File: src/rtl/act_streamer_pkg.sv
// Shared layer parameters and streamer types. The adder stage and the activation
// streamer both take their frame geometry from here, so the two stages always agree.
package act_streamer_pkg;

  localparam int LAYER_H          = 24;
  localparam int LAYER_K          = 8;
  localparam int LAYER_DATA_WIDTH = 8;

  typedef enum logic {
    ST_IDLE,
    ST_SEND
  } stream_state_e;

  // Position counter width; a one-position frame still needs a one-bit counter.
  function automatic int pos_width(input int n);
    return (n > 1) ? $clog2(n) : 1;
  endfunction

endpackage

File: src/rtl/act_streamer_if.sv
// Activation beat stream: one spatial position (K channels) per beat with a valid/ready handshake.
interface act_streamer_if
  import act_streamer_pkg::*;
#(
  parameter int K          = LAYER_K,
  parameter int DATA_WIDTH = LAYER_DATA_WIDTH
) ();

  logic [K*DATA_WIDTH-1:0] stream_data_o;
  logic                    stream_valid_o;
  logic                    stream_ready_i;
  logic                    stream_last_o;

  modport master (
    output stream_data_o,
    output stream_valid_o,
    output stream_last_o,
    input  stream_ready_i
  );

  modport slave (
    input  stream_data_o,
    input  stream_valid_o,
    input  stream_last_o,
    output stream_ready_i
  );

endinterface

File: src/rtl/act_relu.sv
// K-lane combinational ReLU: each signed lane is clamped to zero when negative, or passed
// through untouched when RELU is 0.
module act_relu
  import act_streamer_pkg::*;
#(
  parameter int K          = LAYER_K,
  parameter int DATA_WIDTH = LAYER_DATA_WIDTH,
  parameter int RELU       = 1
) (
  input  logic [K*DATA_WIDTH-1:0] din,
  output logic [K*DATA_WIDTH-1:0] dout
);

  always_comb begin
    // NOTE: dout gets a full default before the per-lane overrides so no path leaves it unassigned (no latch).
    dout = din;
    if (RELU != 0) begin
      for (int c = 0; c < K; c++) begin
        // The lane's sign bit set means the signed value is below zero.
        if (din[c*DATA_WIDTH + DATA_WIDTH - 1]) begin
          dout[c*DATA_WIDTH +: DATA_WIDTH] = '0;
        end
      end
    end
  end

endmodule

File: src/rtl/act_streamer.sv
// Activation streamer: captures a full H x K frame from the adder stage and streams it out
// one position per beat (channels 0..K-1), with optional ReLU and back-to-back frame support.
module act_streamer
  import act_streamer_pkg::*;
#(
  parameter int H          = LAYER_H,
  parameter int K          = LAYER_K,
  parameter int DATA_WIDTH = LAYER_DATA_WIDTH,
  parameter int RELU       = 1
) (
  input  logic                      clk,
  input  logic                      rst_n,
  input  logic [H*K*DATA_WIDTH-1:0] act_i,
  input  logic                      done_add_i,
  act_streamer_if.master            strm,
  output logic                      busy_o,
  output logic                      done_stream_o,
  output logic                      overflow_o
);

  localparam int FRAME_W = H * K * DATA_WIDTH;
  localparam int BEAT_W  = K * DATA_WIDTH;
  localparam int POS_W   = pos_width(H);
  localparam logic [POS_W-1:0] LAST_POS = POS_W'(H - 1);

  stream_state_e     state;
  logic [POS_W-1:0]  pos;
  logic [BEAT_W-1:0] frame      [H];
  logic [BEAT_W-1:0] act_beats  [H];
  logic [BEAT_W-1:0] beat_out;
  logic              xfer;
  logic              final_xfer;
  logic              accept;

  // The adder packs bytes channel-major from the MSB; regroup them per position so a
  // beat is a single buffer word with channel 0 in its most significant byte.
  always_comb begin
    act_beats = '{default: '0};
    for (int h = 0; h < H; h++) begin
      for (int c = 0; c < K; c++) begin
        act_beats[h][(K-1-c)*DATA_WIDTH +: DATA_WIDTH] =
          act_i[FRAME_W - 1 - (c*H + h)*DATA_WIDTH -: DATA_WIDTH];
      end
    end
  end

  assign xfer       = (state == ST_SEND) && strm.stream_ready_i;
  assign final_xfer = xfer && (pos == LAST_POS);
  // A new frame is only taken when the buffer is free now or frees on this very edge.
  assign accept     = done_add_i && ((state == ST_IDLE) || final_xfer);

  // NOTE: sequential state uses non-blocking assignments so every register samples pre-edge values.
  always_ff @(posedge clk or posedge rst_n) begin
    if (rst_n) begin
      state         <= ST_IDLE;
      pos           <= '0;
      done_stream_o <= 1'b0;
      overflow_o    <= 1'b0;
      // NOTE: the frame buffer is reset too, so the beat data reads as zero straight out of reset.
      for (int h = 0; h < H; h++) frame[h] <= '0;
    end else begin
      done_stream_o <= final_xfer;
      if (done_add_i && !accept) overflow_o <= 1'b1;
      if (accept) begin
        for (int h = 0; h < H; h++) frame[h] <= act_beats[h];
      end
      unique case (state)
        ST_IDLE: begin
          if (done_add_i) begin
            state <= ST_SEND;
            pos   <= '0;
          end
        end
        ST_SEND: begin
          if (final_xfer) begin
            pos <= '0;
            if (!done_add_i) state <= ST_IDLE;
          end else if (xfer) begin
            pos <= pos + 1'b1;
          end
        end
      endcase
    end
  end

  act_relu #(
    .K          (K),
    .DATA_WIDTH (DATA_WIDTH),
    .RELU       (RELU)
  ) u_act_relu (
    .din  (frame[pos]),
    .dout (beat_out)
  );

  assign strm.stream_data_o  = beat_out;
  assign strm.stream_valid_o = (state == ST_SEND);
  assign strm.stream_last_o  = (state == ST_SEND) && (pos == LAST_POS);
  assign busy_o              = (state == ST_SEND);

endmodule

File: src/flat_wrapper.sv
// flat-port wrapper written by rule: the top's interface ports become plain ports
module act_streamer_flat import act_streamer_pkg::*;
#(
  parameter int H          = LAYER_H,
  parameter int K          = LAYER_K,
  parameter int DATA_WIDTH = LAYER_DATA_WIDTH,
  parameter int RELU       = 1
)
  (clk, rst_n, act_i, done_add_i, busy_o, done_stream_o, overflow_o, strm_stream_data_o, strm_stream_valid_o, strm_stream_last_o, strm_stream_ready_i);
  act_streamer_if #(.K(K), .DATA_WIDTH(DATA_WIDTH)) strm_i ();
  input  logic clk;
  input  logic rst_n;
  input  logic [H*K*DATA_WIDTH-1:0] act_i;
  input  logic done_add_i;
  output logic busy_o;
  output logic done_stream_o;
  output logic overflow_o;
  output wire logic [$bits(strm_i.stream_data_o)-1:0] strm_stream_data_o;
  output wire logic [$bits(strm_i.stream_valid_o)-1:0] strm_stream_valid_o;
  output wire logic [$bits(strm_i.stream_last_o)-1:0] strm_stream_last_o;
  input wire logic [$bits(strm_i.stream_ready_i)-1:0] strm_stream_ready_i;
  assign strm_stream_data_o = strm_i.stream_data_o;
  assign strm_stream_valid_o = strm_i.stream_valid_o;
  assign strm_stream_last_o = strm_i.stream_last_o;
  assign strm_i.stream_ready_i = strm_stream_ready_i;
  act_streamer #(.H(H), .K(K), .DATA_WIDTH(DATA_WIDTH), .RELU(RELU)) u_core (.clk(clk), .rst_n(rst_n), .act_i(act_i), .done_add_i(done_add_i), .strm(strm_i), .busy_o(busy_o), .done_stream_o(done_stream_o), .overflow_o(overflow_o));
endmodule
File: config.mk
export PLATFORM = sky130hd
export DESIGN_NAME = act_streamer_flat
export DESIGN_NICKNAME = d
export VERILOG_FILES = /design/src/rtl/act_streamer_pkg.sv /design/src/rtl/act_streamer_if.sv /design/src/rtl/act_relu.sv /design/src/rtl/act_streamer.sv /design/src/flat_wrapper.sv
export SDC_FILE = /design/constraint.sdc
export NUM_CORES = 2
export LEC_CHECK = 0
export ABC_AREA = 1
export ABC_CLOCK_PERIOD_IN_PS = 60500
export BUFFER_PORTS_ARGS = -buffer_cell sky130_fd_sc_hd__buf_2
export CAP_MARGIN = 0
export CORE_AREA = 4 4 618 620
export CTS_CLUSTER_SIZE = 16
export DETAILED_ROUTE_END_ITERATION = 10
export DIE_AREA = 0 0 622 624
export GPL_ROUTABILITY_DRIVEN = 0
export PLACE_DENSITY_LB_ADDON = 0.05
export SLEW_MARGIN = 0
export SYNTH_ARGS = -nofsm -noshare
export SYNTH_HDL_FRONTEND = slang
export SYNTH_SLANG_ARGS = --single-unit
File: constraint.sdc
create_clock -name clk -period 60.5 [get_ports clk]
set_input_delay 3.025 -clock clk [delete_from_list [all_inputs] [get_ports clk]]
set_output_delay 3.025 -clock clk [all_outputs]
set_load 0.02 [all_outputs]
==> results.md <==
- Status: completed
- Crit path time final: 9.65 ns
- Hold Path Class: flop to flop
- Post-DRT Antenna Nets: 0
- Placed cell area: 87400 um2
- Worst-path clk slew: roughly 0.060 ns
- Max IR drop VDD: around 0.000025 V
- DR pass1 iterations: 6
- Cts hold-fix bufs: 0
- Least-Margin Pin Slew: ~1.3 ns
- Final hold vios: 0
- Power per standard cell area: around 49 nW/um2
- Top cell type's share of synthesized area: 0.511
- # DRC: 0
- Die Y: ~620 um
- Placeable Area: about 380000 um2
- Post-layout nets: approximately 13000
- CTS Root Cell: clkbuf_16
- I/O pins: 1609
- Overflow after GRT: 0
- CP delay by family, top: buffers and inverters
- Clock tree sinks: around 1500
- Clk Latency, worst-skew pair: just over 0.9 ns
- Max Cap Viol: 0
- Relative slew margins: 0.119
- Postcts setup bufs: 0
- Slew Viols, Final: 0
- Filler Cell Count: 42300
- RSZ-0062 raised after global routing: false
- Vias: 75000
- Critical Path End Type: primary output
- Critical setup path kind: flop to primary output
- Synth area leader: dfrtp_1
- Post-route cell area: 94600 um2
- Final wirelength: about 510 mm
- Initial antenna violation count: 131
- P&R area growth vs syn: 25.2%
- PortBufs: 1600
- EDFF count, synth: 0
- Multi-input logic area: 30400 um2
- Die W: between 600 and 700 um
- Avg Inst Size Synth: roughly 7.4 um2
- Number of CTS-inserted buffers: roughly 210
- Full die area: a little under 400000 um2
- Post-DP HPWL: between 300 and 400 mm
- Starting DRT DRC Count: 5779
- Crit Path Max Fanout: a little under 100
- Initial Util: 0.201
- Worst Clk Skew: ~0.047 ns
- Max Root-Sink Buffers: 4
- Crit path buf inv count: 6
- Synth Warn #: 0
- Final Util: 0.252
- Synth async-reset ratio: 1.00
- Final setup vio count: 0
- Area of the mapped netlist: approximately 76000 um2
- First-pass GRT wire length: ~680 mm
- Final worst-path cycle share: 0.160
- Post-cts gate resize count: 0
- Most used DFF post-synth: dfrtp_1
- Htree depth: 4
- Crit path launch type: flop
- CP max stage cell: nor2_1
- DR WL/cell: between 30 and 40 um
- Row count: about 230
- #FFs+latches synth: ~1500
- Total Neg Setup Slack: 0 ns
- CP required: about 57 ns
- Hold slack: between 0.4 and 0.5 ns
- Area contributors post-synth: dfrtp_1 (51%), nand2_1 (15%), nand3_1 (11%)
- Post-synth cell types: 26
- P_leak: 0.0503 uW
- Vias per cell: ~4.5
- Total track usage: 0.253
- F_max: a little over 0.1 GHz
- Max incr delay on CP: 0.88 ns
- Largest net degree at the start of global routing: between 200 and 250
- CP most frequent cell: buf_4
- Share of layout cells above drive strength 1: 0.179
- Worst EP arrival: 6.63 ns
- Number of global-route vias before repair: 77300
- CTS tree: done
- Register Area: about 39000 um2
- Crit-path cells: inv_8 > buf_12 > buf_4 > buf_4 > buf_4 > o21ai_0 > nand3_1 > nand2_1 > nor2_1 > a21oi_1 > nor2_1 > buf_2
- Synthesized netlist cell count: approximately 10000
- Register area share after synthesis: 0.511
worst reg2reg max path, delay by kind of cell, from the launching register on:
family	cells	cell delay, ns
flip-flops	1	0.72
buffers and inverters	6	3.95
adder cells (fa/ha/maj)	1	0.30
AND/OR/NAND/NOR	6	1.67
power breakdown:
part | switching [uW] | leakage, uW | total, uW | internal [uW]
clock network | 528 | 0.00341 | 1280 | 754
logic | 1520 | 0.0291 | 1940 | 426
registers | 122 | 0.0178 | 1390 | 1270
total | 2170 | 0.0503 | 4620 | 2450
per-layer routing:
layer	wire, um	track usage	vias to the layer above
li1	-	-	34800
met1	215000	0.317	37500
met2	247000	0.434	2139
met3	21700	0.0356	546
met4	25000	0.105	34
met5	205	0	-
cells by family after synthesis:
| logic type | share of synthesized area |
|---|---|
| compound gates | 0.0767 |
| xor+xnor | 0.000232 |
| fa+ha+maj | 0.000166 |
| buf+inv | 0.0871 |
| flops | 0.511 |
| other cells | 0.0000496 |
| simple gates | 0.324 |
state kept, by name, summed over array words and instances (netlist names):
| register | count |
|---|---|
| u_core.busy_o | 1 |
| u_core.done_stream_o | 1 |
| u_core.frame | 1536 |
| u_core.overflow_o | 1 |
| u_core.pos | 5 |
cell type report:
class | count | share of cell area
flip-flops and latches | 1544 | 0.409
multi-input cells | 7151 | 0.321
repair buffers | 1740 | 0.0980
clock buffers | 328 | 0.0671
well taps | 4994 | 0.0661
inverters | 764 | 0.0307
clock inverters | 45 | 0.00602
diodes | 84 | 0.00222
cells in the mapped netlist (all sizes together) (2+ instances only):
cell / number
a21oi: 866
nor2: 1308
clkbuf: 269
o21ai: 267
inv: 763
nand2: 3092
dfrtp: 1544
buf: 493
xor2: 2
o211ai: 16
nor3: 2
nand3: 1586
placed cells by master, fill, tap and decap left out, types with 16 or more instances in the layout:
master | Yosys | final
dfrtp_1 | 1544 | 1540
nor2_1 | 1307 | 1307
buf_2 | 329 | 1599
o21ai_0 | 266 | 266
buf_4 | 102 | 124
clkbuf_16 | 0 | 213
inv_1 | 758 | 756
nand2_1 | 3090 | 3090
nand3_1 | 1586 | 1586
clkbuf_1 | 269 | 57
o211ai_1 | 16 | 16
buf_12 | 0 | 16
a21oi_1 | 866 | 866
clkbuf_8 | 0 | 58
diode_2 | 0 | 84
clkinv_2 | 0 | 27
worst paths after layout:
kind | slack, ns | endpoint | cells past startpoint | start
setup reg to reg | 53.80 | u_core.frame[831]$_DFFE_PP0P_ | 13 | u_core.pos[0]$_DFFE_PP0P_
max in group asynchronous | 53.80 | u_core.frame[693]$_DFFE_PP0P_ | 7 | rst_n
hold / removal | 0.46 | u_core.frame[57]$_DFFE_PP0P_ | 2 | u_core.frame[57]$_DFFE_PP0P_
hold reg to reg | 0.46 | u_core.frame[57]$_DFFE_PP0P_ | 2 | u_core.frame[57]$_DFFE_PP0P_
setup / recovery | 50.85 | strm_stream_data_o[30] | 12 | u_core.pos[0]$_DFFE_PP0P_
min in group asynchronous | 2.22 | u_core.frame[109]$_DFFE_PP0P_ | 2 | rst_n
through the flow:
step | setup slack [ns] | std cells | total power [uW]
after floorplan | 13.92 | 10200 | 2280
after global placement | 51.82 | 16200 | 3430
after detailed placement | 51.85 | 16200 | 3420
after CTS | 50.83 | 16600 | 4730
after global routing | 50.75 | 16600 | 4860
final | 50.85 | 16700 | 4620
Power figures use the tool's default switching activity.
